**config.mk**
```make
export PLATFORM = sky130hd
export DESIGN_NAME = acorn_sample_fifo
export DESIGN_NICKNAME = d
export VERILOG_FILES = /design/src/rtl/acorn_pkg.sv /design/src/rtl/acorn_sync_fifo.sv /design/src/rtl/acorn_sample_fifo.sv
export SDC_FILE = /design/constraint.sdc
export NUM_CORES = 1
export LEC_CHECK = 0
export CAP_MARGIN = 15
export CORE_ASPECT_RATIO = 0.7
export CORE_MARGIN = 2
export CORE_UTILIZATION = 53
export CTS_CLUSTER_DIAMETER = 30
export CTS_CLUSTER_SIZE = 20
export DETAILED_ROUTE_END_ITERATION = 8
export PLACE_DENSITY = 0.87
export SETUP_SLACK_MARGIN = 0.5
export SLEW_MARGIN = 30
export SYNTH_ARGS = -nofsm -noshare
export SYNTH_HDL_FRONTEND = slang
export SYNTH_SLANG_ARGS = --single-unit
```
**constraint.sdc**
```tcl
create_clock -name clk -period 2.8 [get_ports clk]
set_input_delay 0.42 -clock clk [delete_from_list [all_inputs] [get_ports clk]]
set_output_delay 0.42 -clock clk [all_outputs]
set_load 0.05 [all_outputs]
```
**src/rtl/acorn_pkg.sv**
```systemverilog
// Shared ACORN definitions: word width, fixed seeds and seed-select encodings.
package acorn_pkg;

    localparam int WORD_W = 12;

    localparam logic [WORD_W-1:0] SEED_FIXED = 12'h801;
    localparam logic [WORD_W-1:0] SEED_ONES  = 12'hFFF;

    typedef enum logic [1:0] {
        SEL_FIXED = 2'b00,
        SEL_GPIO  = 2'b01,
        SEL_LA    = 2'b10,
        SEL_ONES  = 2'b11
    } seed_sel_e;

endpackage

```
**src/rtl/acorn_sync_fifo.sv**
```systemverilog
// Single-clock FIFO with registered storage, occupancy count and soft clear.
module acorn_sync_fifo #(
    parameter int WIDTH = 12,
    parameter int DEPTH = 4
) (
    input  logic                     clk,
    input  logic                     reset,
    input  logic                     i_clear,
    input  logic                     i_push,
    input  logic                     i_pop,
    input  logic [WIDTH-1:0]         i_data,
    output logic [WIDTH-1:0]         o_data,
    output logic                     o_full,
    output logic                     o_empty,
    output logic [$clog2(DEPTH):0]   o_level
);

    localparam int AW = $clog2(DEPTH);

    logic [WIDTH-1:0] r_mem [DEPTH];
    logic [AW-1:0]    r_wr_ptr;
    logic [AW-1:0]    r_rd_ptr;
    logic [AW:0]      r_level;
    logic             w_push;
    logic             w_pop;

    // Clear wins over any same-cycle traffic; a push into a full FIFO needs a pop.
    assign w_pop  = i_pop && !o_empty && !i_clear;
    assign w_push = i_push && !i_clear && (!o_full || w_pop);

    assign o_full  = (r_level == (AW+1)'(DEPTH));
    assign o_empty = (r_level == '0);
    assign o_level = r_level;
    assign o_data  = o_empty ? '0 : r_mem[r_rd_ptr];

    // NOTE: storage is deliberately not reset; the empty flag masks stale entries.
    always_ff @(posedge clk) begin
        if (w_push) begin
            r_mem[r_wr_ptr] <= i_data;
        end
    end

    always_ff @(posedge clk) begin
        if (reset || i_clear) begin
            r_wr_ptr <= '0;
            r_rd_ptr <= '0;
            r_level  <= '0;
        end else begin
            if (w_push) begin
                r_wr_ptr <= r_wr_ptr + 1'b1;
            end
            if (w_pop) begin
                r_rd_ptr <= r_rd_ptr + 1'b1;
            end
            case ({w_push, w_pop})
                2'b10:   r_level <= r_level + 1'b1;
                2'b01:   r_level <= r_level - 1'b1;
                default: r_level <= r_level;
            endcase
        end
    end

endmodule

```
**src/rtl/acorn_sample_fifo.sv**
```systemverilog
// Captures each fresh ACORN word once per generator period into a FIFO,
// with sticky overflow and stuck-output health flags.
module acorn_sample_fifo
    import acorn_pkg::*;
#(
    parameter int PERIOD       = 16,
    parameter int DEPTH        = 4,
    parameter int REPEAT_LIMIT = 3
) (
    input  logic                    clk,
    input  logic                    reset,
    input  logic                    load,
    input  logic [WORD_W-1:0]       prng_out,
    input  logic                    clear,
    input  logic                    rd_ready,
    output logic                    rd_valid,
    output logic [WORD_W-1:0]       rd_data,
    output logic [$clog2(DEPTH):0]  level,
    output logic                    sample_strobe,
    output logic                    overflow,
    output logic                    health_fail
);

    localparam int PW = (PERIOD > 1) ? $clog2(PERIOD) : 1;
    localparam int CW = $clog2(REPEAT_LIMIT + 1);

    logic [PW-1:0]     r_phase;
    logic              r_armed;
    logic              r_seen;
    logic [WORD_W-1:0] r_prev;
    logic [CW-1:0]     r_repeat_cnt;
    logic              r_overflow;
    logic              r_health_fail;

    logic              w_capture;
    logic              w_full;
    logic              w_empty;
    logic              w_pop;
    logic              w_push;
    logic              w_drop;
    logic              w_is_repeat;
    logic [CW-1:0]     w_cnt_next;

    assign w_capture = !reset && !load && r_armed && (r_phase == '0);
    assign w_pop     = !w_empty && rd_ready && !clear;
    assign w_push    = w_capture && !clear && (!w_full || w_pop);
    assign w_drop    = w_capture && !clear && w_full && !w_pop;

    // The first capture after reset or clear only seeds r_prev.
    assign w_is_repeat = r_seen && (prng_out == r_prev);

    always_comb begin
        w_cnt_next = '0;
        if (w_is_repeat) begin
            w_cnt_next = (r_repeat_cnt == CW'(REPEAT_LIMIT)) ? r_repeat_cnt
                                                             : r_repeat_cnt + 1'b1;
        end
    end

    // Phase mirrors the generator's cadence counter, which pauses during load.
    always_ff @(posedge clk) begin
        if (reset) begin
            r_phase <= '0;
            r_armed <= 1'b0;
        end else if (!load) begin
            r_phase <= r_phase + 1'b1;
            if (r_phase == PW'(PERIOD - 1)) begin
                r_armed <= 1'b1;
            end
        end
    end

    always_ff @(posedge clk) begin
        if (reset) begin
            r_seen        <= 1'b0;
            r_prev        <= '0;
            r_repeat_cnt  <= '0;
            r_overflow    <= 1'b0;
            r_health_fail <= 1'b0;
        end else if (clear) begin
            r_seen        <= 1'b0;
            r_repeat_cnt  <= '0;
            r_overflow    <= 1'b0;
            r_health_fail <= 1'b0;
        end else begin
            if (w_capture) begin
                r_seen       <= 1'b1;
                r_prev       <= prng_out;
                r_repeat_cnt <= w_cnt_next;
                if (w_cnt_next == CW'(REPEAT_LIMIT)) begin
                    r_health_fail <= 1'b1;
                end
            end
            if (w_drop) begin
                r_overflow <= 1'b1;
            end
        end
    end

    acorn_sync_fifo #(
        .WIDTH (WORD_W),
        .DEPTH (DEPTH)
    ) u_fifo (
        .clk     (clk),
        .reset   (reset),
        .i_clear (clear),
        .i_push  (w_push),
        .i_pop   (w_pop),
        .i_data  (prng_out),
        .o_data  (rd_data),
        .o_full  (w_full),
        .o_empty (w_empty),
        .o_level (level)
    );

    assign rd_valid      = !w_empty;
    assign sample_strobe = w_capture;
    assign overflow      = r_overflow;
    assign health_fail   = r_health_fail;

endmodule

```
# Word level (Yosys, flattened, before mapping)
# Memories as Yosys holds them, arrays and structs flattened. A register that Yosys moved wholly into a read port is not among the register bits.
# Cells that the tools add are included.
word_totals:
  reg_bits: 29
  ramBits: 48
  inputBits: 17
  out_inout_bits: 19
  word_cells: 64
  memories: 1
memory_table:
  columns: ["memory", "words", "width", "read_ports", "rd_ports_with_merged_regs", "write_ports", "line", "rtl"]
  rows:
  - ["u_fifo.r_mem", 4, 12, 1, 1, 1, "acorn_sync_fifo.sv:20", "logic [WIDTH-1:0] r_mem [DEPTH];"]
classes:
  add_sub_neg: 6
  eq_ne: 7
  mux: 8
  n_bitwise: 2
  reduce_logical: 30
op_table:
  columns: ["cell", "n"]
  rows:
  - ["1-bit logical AND", 14]
  - ["12-bit == test", 1]
  - ["12-bit 2-to-1 mux", 1]
  - ["2-bit 2-to-1 mux", 4]
  - ["2-bit by 1-bit adder with 2-bit output (second input constant)", 3]
  - ["2-bit == test (second input constant)", 3]
  - ["1-bit logical NOT", 6]
  - ["3-bit one-hot mux with 2 select lines", 1]
  - ["2-bit AND reduction", 3]
  - ["4-bit by 1-bit adder with 4-bit output (second input constant)", 1]
  - ["4-bit == test (second input constant)", 1]
  - ["4-bit logical NOT", 1]
  - ["3-bit by 1-bit adder with 3-bit output (second input constant)", 1]
  - ["3-bit == test (second input constant)", 1]
  - ["3-bit logical NOT", 1]
  - ["1-bit logical OR", 3]
  - ["3-bit by 1-bit subtractor with 3-bit output (second input constant)", 1]
  - ["2-bit by 1-bit == test with 1-bit output (second input constant)", 1]
  - ["1-bit 2-to-1 mux", 2]
  - ["1-bit inverter", 2]
  - ["2-bit nonzero test", 1]
  - ["2-bit OR reduction", 1]

# Logic depth before layout (Yosys ltp)
# Gate-level depths: netlist of the first run.
depth:
  ltp_word: 10
  mapped_depth: 11
  depth_no_buf: 11

# By module
# A second synthesis of the first run with hierarchy kept.
unflattened:
  hier_cells: 235
  hier_area_um2: 3338.2
by_module_without_submodules:
  columns: ["mod", "n_inst", "cells_per_inst", "area_each_um2", "seq_area_each_um2"]
  rows:
  - ["acorn_sync_fifo", 1, 132, 2304.7, 1621.6]
  - ["acorn_sample_fifo", 1, 103, 1033.5, 440.4]

# Worst setup path after synthesis of the first run
# No wires, ideal clock.
synth_path:
  path_kind: "register to register"
  from: "register u_fifo.r_level[2], in the netlist u_fifo.o_level[2]"
  to: "register u_fifo.r_level[2], in the netlist u_fifo.o_level[2]"
  setup_ns: 0.071
  t_arrival_ns: 2.546
  setup_slack_ns: 0.183
  path_stages_with_launch: 10
  path_buffers: 0
  synth_period_minus_slack_ns: 2.617
  path_cell_list: "dfxtp_1 > nor4b_1 > nor4_4 > inv_1 > ha_1 > inv_1 > fa_1 > xor2_1 > or3_1 > a21oi_1"
synth_between:
  elab_chain_len: 10
  elab_cells_between_ends: 19
  cone_classes: "2 x add/sub; 3 x eq/ne; 1 x mux; 13 x reduce/logical"
synth_lines:
  columns: ["item", "line", "rtl"]
  rows:
  - ["start, declared", "acorn_sync_fifo.sv:23", "logic [AW:0] r_level;"]
  - ["start signal, assigned", "acorn_sync_fifo.sv:56", "2'b10: r_level <= r_level + 1'b1;"]
  - ["start signal, assigned", "acorn_sync_fifo.sv:57", "2'b01: r_level <= r_level - 1'b1;"]
  - ["start signal, assigned", "acorn_sync_fifo.sv:58", "default: r_level <= r_level;"]
  - ["3-bit logical NOT", "acorn_sync_fifo.sv:32", "assign o_empty = (r_level == '0);"]
  - ["1-bit logical NOT", "acorn_sync_fifo.sv:28, acorn_sample_fifo.sv:45", null]
  - ["1-bit logical AND (2 in a row)", "acorn_sample_fifo.sv:45", "assign w_pop = !w_empty && rd_ready && !clear;"]
  - ["1-bit logical OR or 1-bit logical AND (tied branches)", "acorn_sample_fifo.sv:46, acorn_sync_fifo.sv:28", null]
  - ["1-bit logical AND (on tied branches)", "acorn_sample_fifo.sv:46, acorn_sync_fifo.sv:28", null]
  - ["1-bit logical AND or 1-bit logical OR (tied branches)", "acorn_sync_fifo.sv:29", "assign w_push = i_push && !i_clear && (!o_full || w_pop);"]
  - ["1-bit logical AND", "acorn_sync_fifo.sv:29", null]
  - ["2-bit by 1-bit == test with 1-bit output or 2-bit == test (tied branches)", "acorn_sync_fifo.sv:55", "case ({w_push, w_pop})"]
  - ["3-bit one-hot mux with 2 select lines or 2-bit nonzero test (tied branches)", null, null]
# Parallel ways exist; a longest one is shown, timed or not.
# A chain may end at the register's enable or synchronous reset.

==> metrics, run 1 <==
outcome=completed; cell area after layout=4020 sq um; Filler Cell Count=392; endpoints failing setup=0; CP startpoint kind=flop; number of cell rows=23; internal cell power=~1600 uW; Psw=449 uW; Skew-Pair Late Insertion Delay=350 ps; Final min period=2260 ps; multiplexer share of the synthesized area=12.5%; crit path kind=reg -> out; root buffer cell=clkbuf_8; Worst Hold Launch=overflow; worst min-delay path class=reg -> reg; Post-synth EDFFs=48; DRT Pass-1 Iters=4; R2R Path Start=r_phase[0]; Worst slew margin=65.0%; syn_nets=251; Least-Margin Pin Slew=about 530 ps; Min-Delay Endpoint=overflow; period utilization=80.8%; crit path DAT=around 1800 ps; CTS Sinks=around 80; CTS tree=done; max-cap viol count=0; Syn Std Cell Area=~3300 sq um; Iteration-0 DRC Markers=47; Switching Fraction=21.9%; buffers from clock root to sink, at most=2; Port Buffers=35; unrepaired setup endpoints after global routing=yes; Setup Skew=9.66 ps; area post-placement=about 3800 sq um; DRT met1 WL=2.80 mm; Yosys warnings=0; #FFs+latches synth=just under 80; diodes inserted=0; Vias/cell=about 5.3; first-pass GRT wire length=slightly above 10 mm; Final #Nets=309; die width=98.1 microns; H-Tree Depth=3; largest net degree at the start of global routing=20; top sig layer=met4; P_leak=0.00134 uW; Die ar.=6860 sq um; detailed placement HPWL=~4.5 mm; Hold Path Depth=2; Core Area=just under 6000 sq um; commonest register cell after synthesis=edfxtp_1; number of hold buffers added after cts=0; grt ovf=0; Critical Path Sink Type=primary output; GRT Total Usage=around a fifth; maximum vdd drop=296 uV; initial antenna violation count=0; max-slew violations=0; share of cells above drive strength 1=26.3%; final wirelength=6.46 mm; Remaining DRCs=0; Max Fclk=0.442 GHz; # IOs=36; Simple-Gate Fraction of Synth Area=11.8%; post-synthesis compound-gate area fraction=1.52%; setup TNS=0 ps; Mapped Cells=226; Syn-to-layout area delta=22.2%; Post-synth ARST share=0%; part of the power in combinational logic=4.2%; Synth Area per Inst=14.5 sq um; initial core utilization=56.2%; Critical R2R Capture=u_fifo.o_level[2]; final RePlAce weighted congestion=0.838; fraction of power consumed by sequential logic=between 60% and 70%; unique cell type count in the Yosys netlist=39; largest fanout on the critical path=8; Antenna Nets Post-Route=0; Critical Path RT=2380 ps; met2 routed WL=~3.3 mm; vias in the first global route=2008; sequential area share after synthesis=62.8%; vias=around 1900; most common cell after layout, fill and taps aside=edfxtp_1; main combinational cell family by area after synthesis=multiplexers; TritonCTS buffer count=9; Hold Fails Final Rpt=0; Post-Synth Adder-Cell Area=between 3 and 4%; worst reg2reg path depth=11; clock power share=35.4%; Worst R2R Setup Slack=600 ps; Clock transition at path regs=80 ps; Synth Area in XOR/XNOR=5.33%; Die Ht=69.9 microns; WL/cell=17.8 microns; most frequent cells in the layout=48 x edfxtp_1, 30 x buf_4, 29 x nor2_1; metal3 WL=264 microns; PwrDens=roughly 510 nW/um^2
==> critical path, stage by stage, from the launching register on <==
cell and delay [ps]:
dfxtp_2 440, buf_6 200, mux4_2 520, nor2b_1 140
buf_4 190
==> registers in the layout (all words and copies together) (netlist names), 2 cells and up, named ones only <==
signal and cells:
r_phase 4, r_repeat_cnt 2, r_prev 12, u_fifo.o_level 3, u_fifo.r_rd_ptr 2, u_fifo.r_mem 48, u_fifo.r_wr_ptr 2
==> repair_timing <==
action | 4_1_cts | 5_1_grt
endpoints found under the setup margin | 11 | 8
endpoints found under the hold margin | 0 | 0
resized for setup | 8 | 7
pin swaps | 1 | 1
setup buffers | 0 | 2
==> how the worst max path moves through the flow <==
stage                from                end  slack (ps)
2_1_floorplan        load  u_fifo.o_level[2]         490
3_3_place_gp     rd_ready  u_fifo.o_level[2]         120
3_5_place_dp     rd_ready  u_fifo.o_level[2]          60
4_1_cts          rd_ready  u_fifo.o_level[2]         500
5_1_grt        r_phase[0]  u_fifo.o_level[2]         430
6_report             flop        rd_data[11]         540
==> through the flow <==
stage	instances	hold WS [ps]	setup slack, ps	utilization, %	power, uW
after floorplan	226	429	492	-	1290
after global placement	346	440	115	64.9	1340
after detailed placement	346	457	62.4	64.9	1340
after CTS	362	477	499	68.1	2060
after global routing	364	492	427	68.8	2110
final	364	473	537	68.8	2050
==> power by group through the flow <==
stage | registers (uW) | logic (uW) | clock network (uW)
2_1_floorplan | 1260 | 29.8 | 0
3_3_place_gp | 1260 | 73.5 | 0
3_5_place_dp | 1260 | 77.5 | 0
4_1_cts | 1240 | 80.2 | 742
5_1_grt | 1240 | 92.5 | 782
6_report | 1240 | 85.5 | 726
==> cells by family (layout without fill, tap and decap cells) <==
| group | count (synthesis) | count (layout) |
|---|---|---|
| AO/OA/AOI/OAI | 9 | 9 |
| XOR/XNOR | 20 | 20 |
| adder cells (fa/ha/maj) | 8 | 8 |
| buffers and inverters | 16 | 79 |
| flip-flops | 79 | 79 |
| multiplexers | 26 | 26 |
| AND/OR/NAND/NOR | 68 | 68 |
==> synth_stat cells (all sizes together), types with 2 or more instances <==
cell type | count | area [sq um]
edfxtp | 48 | 1440
dfxtp | 31 | 621
nor2 | 30 | 115
xnor2 | 16 | 140
mux2i | 14 | 140
mux4 | 12 | 270
nor2b | 12 | 75.1
inv | 9 | 33.8
ha | 7 | 87.6
a21oi | 4 | 20.0
and2 | 4 | 25.0
buf | 4 | 47.5
xor2 | 4 | 35.0
clkbuf | 3 | 11.3
nand2 | 3 | 11.3
nand3 | 3 | 15.0
nand4 | 2 | 12.5
nor3 | 2 | 21.3
o21ai | 2 | 10.0
==> metal layers <==
metal	GRT usage (%)	up-vias
met1	24.1	974
met5	0	-
li1	-	928
met3	6.31	11
met4	6.02	0
met2	34.9	31
==> area by class of cell <==
type                            count  area, sq um  share of cell area [%]
Sequential cell                    79         2070                    51.6
Timing Repair Buffer               54          477                    11.9
Clock buffer                       10          128                    3.18
Multi-Input combinational cell    131         1170                    29.1
Tap cell                           75         93.8                    2.34
Clock inverter                      6         42.5                    1.06
Inverter                            9         33.8                   0.841
No activity file was read; power rests on OpenSTA's default activity.
==> run 2: changes to the inputs <==
CORE_UTILIZATION = 50   (was 53)
PLACE_DENSITY = 0.86   (was 0.87)
clock period = 1.9 ns   (was 2.8 ns; I/O delays follow)
==> metrics, run 2 (same netlist as run 1, synthesis figures left out) <==
CP cell instances=or4b_4, nor4_4, inv_2, ha_4, inv_2, fa_1, xor2_1, or3_1, a21oi_1; first-pass GRT wire length=approximately 12 mm; Clock transition at path regs=80 ps; Final #Nets=346; most flop-heavy register=u_fifo.r_mem; DP Cell Count=369; vias in the first global route=2317; diodes inserted=0; critical path's top delay family=simple AND/OR/NAND/NOR gates; Worst Hold Launch=prng_out[8]; worst reg2reg path depth=9; initial core utilization=52.4%; Least-Margin Pin Slew=339 ps; Critical R2R Capture=u_fifo.o_level[2]; worst min-delay path class=in -> reg; crit path kind=reg -> reg; Layout Utilization=77.0%; final hold slack=403 ps; biggest regs=u_fifo.r_mem (48), r_prev (12), r_phase (4); Iteration-0 DRC Markers=150; buffers from clock root to sink, at most=2; Critical Path RT=around 2200 ps; H-Tree Depth=3; CTS Sinks=79; WL/cell=between 15 and 20 microns; R2R Path Start=r_phase[3]; DRT Pass-1 Iters=4; TritonCTS buffer count=9; number of cell rows=24; max reg flops=48; endpoints failing setup=65; largest net degree at the start of global routing=20; initial antenna violation count=0; GRT Total Usage=23.4%; outcome=finished, violations left; vias=2196; maximum vdd drop=360 uV; PwrDens=roughly 690 nW/um^2; most frequent cells in the layout=48 x edfxtp_1, 29 x buf_6, 28 x nor2_1, 28 x buf_4, 24 x dfxtp_1; area post-placement=4100 sq um; crit-path most repeated cell=inv_2; cell area after layout=about 4800 sq um; Core Area=approximately 6300 sq um; detailed placement HPWL=4.39 mm; grt ovf=0; Worst slew margin=between 70% and 80%; Port Buffers=35; # IOs=36; Final min period=around 2200 ps; Syn-to-layout area delta=47.1%; post-route non-filler standard cell count=404; max-slew violations=0; slowest stage delay, CP=570 ps; Setup Skew=10.7 ps; Hold Fails Final Rpt=0; Max Fclk=0.445 GHz; Skew-Pair Late Insertion Delay=360 ps; period utilization=118%; Worst R2R Setup Slack=-350 ps; crit path DAT=2530 ps; Remaining DRCs=0; Min-Delay Endpoint=u_fifo.r_mem[2][8]; Die ar.=7250 sq um; Vias/cell=5.44; share of cells above drive strength 1=a little under half; CP max-delay cell=or4b_4; final RePlAce weighted congestion=~0.70; die width=just over 100 microns; CP bufs+invs=2; Antenna Nets Post-Route=0; PnR worst setup slack=-345 ps; max-cap viol count=0; CTS tree=done; root buffer cell=clkbuf_8; P_leak=0.00172 uW; most common cell after layout, fill and taps aside=edfxtp_1; Die Ht=~70 microns; failing checks=setup timing; CP startpoint kind=flop; Hold Path Depth=1; final wirelength=8.06 mm; largest fanout on the critical path=2; Critical Path Sink Type=flop; unrepaired setup endpoints after global routing=yes
run 2: changes by cell type in the layout (fill, tap and decap cells not counted), sizes merged:
cell	change
buf	+40
clkdlybuf4s50	-10
dlygate4sd2	+5
bufinv	+2
clkbuf	+2
clkinvlp	-2
clkdlybuf4s15	+1
clkdlybuf4s18	+1
dlymetal6s2s	-1
inv	-1
run 2: worst max-delay path by stage:
stage                          start                 to  slack [ps]  cells after the start
final                     r_phase[3]  u_fifo.o_level[2]        -350                      9
after global routing      r_phase[3]  u_fifo.o_level[2]        -490                      9
after CTS                 r_phase[3]  u_fifo.o_level[2]        -250                      9
after detailed placement    rd_ready  u_fifo.o_level[2]        -640                     10
after global placement          load  u_fifo.o_level[2]        -590                     10
after floorplan           r_phase[0]  u_fifo.o_level[2]        -320                     11
run 2: layer usage:
metal / vias to the layer above / global-route usage [%] / wire length (microns)
li1: 1001 / - / -
met1: 1096 / 28.5 / 3180
met2: 76 / 40.4 / 4200
met3: 23 / 7.41 / 477
met4: 0 / 6.91 / 208
met5: - / 0 / 0
run 2: cell type report:
type | instances | area, sq um
inverter | 9 | 36.3
fill | 344 | 1440
tap | 78 | 97.6
clock inverter | 5 | 78.8
timing repair buffer | 91 | 1040
sequential | 79 | 2080
clock buffer | 11 | 141
multi-input combinational | 131 | 1360
run 2: where the power goes:
part           internal (uW)  leakage, uW  total, uW  switching [uW]
Clock                    776     0.000114       1380             607
Combinational           77.8     0.000924        156            78.2
Sequential              1810     0.000686       1810            3.05
run 2: through the flow:
| step | TNS (ps) | power, uW | worst slack [ps] |
|---|---|---|---|
| floorplan | -637 | 1900 | -322 |
| global placement | -20420 | 1990 | -591 |
| detailed placement | -21730 | 1990 | -641 |
| CTS | -1700 | 3350 | -255 |
| global route | -11650 | 3450 | -490 |
| finish | -7560 | 3350 | -345 |
run 2: repair_timing:
action	in CTS	in global routing
endpoints found under the setup margin	91	88
setup buffers	11	4
endpoints found under the hold margin	0	0
hold buffers	0	0
cloned	4	0
gates resized for setup	80	28
pin swaps	11	10
==> run 3: changes to the inputs <==
CORE_ASPECT_RATIO = 1.5   (was 0.7)
SLEW_MARGIN = 20   (was 30)
clock period = 1.95 ns   (was 1.9 ns; I/O delays follow)
==> metrics, run 3 (same netlist as run 1, synthesis figures left out) <==
most common cell after layout, fill and taps aside=edfxtp_1; die width=70.2 microns; crit path DAT=2410 ps; Skew-Pair Late Insertion Delay=350 ps; Vias/cell=5.31; final hold slack=roughly 470 ps; final wirelength=7.61 mm; detailed placement HPWL=4.29 mm; buffers from clock root to sink, at most=2; WL/cell=19.1 microns; number of hold buffers added after cts=0; Remaining DRCs=0; Setup Skew=7.21 ps; Final #Nets=343; vias=2117; Critical path origin=r_phase[3]; initial core utilization=51.0%; Worst slew margin=80.1%; final RePlAce weighted congestion=~0.71; Hold Fails Final Rpt=0; CP startpoint kind=flop; Filler Cell Count=382; diodes inserted=0; PwrDens=between 600 and 700 nW/um^2; Core Area=6440 sq um; max reg flops=between 40 and 50; Syn-to-layout area delta=44.7%; Least-Margin Pin Slew=297 ps; R2R Path Start=r_phase[3]; Register Area=2080 sq um; endpoints failing setup=48; crit path kind=reg -> reg; Final min period=2140 ps; largest fanout on the critical path=2; vias in the first global route=2194; P_leak=0.00169 uW; GRT Total Usage=22.0%; Die Ht=103 microns; max-cap viol count=0; Max Fclk=0.468 GHz; Clock transition at path regs=80 ps; largest net degree at the start of global routing=20; Port Buffers=35; CTS tree=done; initial antenna violation count=0; first-pass GRT wire length=11.5 mm; unrepaired setup endpoints after global routing=yes; Layout Utilization=about 74%; max-slew violations=0; PnR worst setup slack=-185 ps; share of cells above drive strength 1=roughly 43%; Critical Path Sink Type=flop; # IOs=36; maximum vdd drop=436 uV; most flop-heavy register=u_fifo.r_mem; failing checks=setup timing; Antenna Nets Post-Route=0; most frequent cells in the layout=48 x edfxtp_1, 29 x nor2_1, 29 x buf_4; grt ovf=0; number of cell rows=36; CTS Sinks=79; root buffer cell=clkbuf_8; period utilization=109%; biggest regs=u_fifo.r_mem (48), r_prev (12), r_phase (4); Critical Path RT=~2200 ps; outcome=finished, violations left; multi-input logic area=1320 sq um; worst min-delay path class=in -> reg; Iteration-0 DRC Markers=96; TritonCTS buffer count=9; Die ar.=7250 sq um; Worst Hold Launch=load; DRT Pass-1 Iters=5; H-Tree Depth=3
## run 3: worst max-delay path, cell delays in order, from the launching register on
cell and delay, ps:
dfxtp_2 330, or4b_4 560, nor4_4 200, inv_2 70, ha_4 160, inv_2 50, fa_2 180, xor2_1 70
or3_1 330, a21oi_2 120
## run 3: area by class of cell
type,instances,share of cell area [%]
Timing Repair Buffer,88,21.2
Inverter,9,0.763
Clock inverter,6,1.79
Sequential cell,79,43.7
Tap cell,76,2.00
Multi-Input combinational cell,131,27.8
Clock buffer,10,2.68
## run 3: where the power goes
part / switching [uW] / internal, uW / total (uW)
Clock: 573 / 717 / 1290
Sequential: 2.13 / 1760 / 1770
Combinational: 69.3 / 68.7 / 138
## run 3: metal layers
layer / vias to the layer above / GRT usage, % / share of wire, %
li1: 1001 / - / -
met1: 1040 / 22.2 / 35
met2: 56 / 41.7 / 58
met3: 20 / 5.52 / 3.4
met4: 0 / 11.4 / 3.5
met5: - / 0 / 0
## run 3: stage by stage
stage,power [uW],setup WS (ps),instances,area [sq um],setup TNS [ps]
3_3_place_gp,1930,-520,363,4070,-16990
3_5_place_dp,1940,-587,363,4070,-18970
4_1_cts,3200,-166,397,4670,-711
5_1_grt,3290,-297,399,4760,-6020
6_report,3190,-185,399,4760,-1580
2_1_floorplan,1850,-272,226,3410,-494
## run 3: worst paths after layout
path | end | cells past startpoint | slack, ps
worst max-delay path | u_fifo.o_level[2] | 9 | -190
worst min-delay path | r_phase[1] | 4 | 470
worst max register to register | u_fifo.o_level[2] | 9 | -190
worst min register to register | overflow | 2 | 480
## run 3: repair_timing
item	CTS	global route
pin swaps	9	4
endpoints found under the hold margin	0	0
resized for setup	73	16
setup endpoints to repair	91	86
setup buffers	13	2
gates cloned	5	0
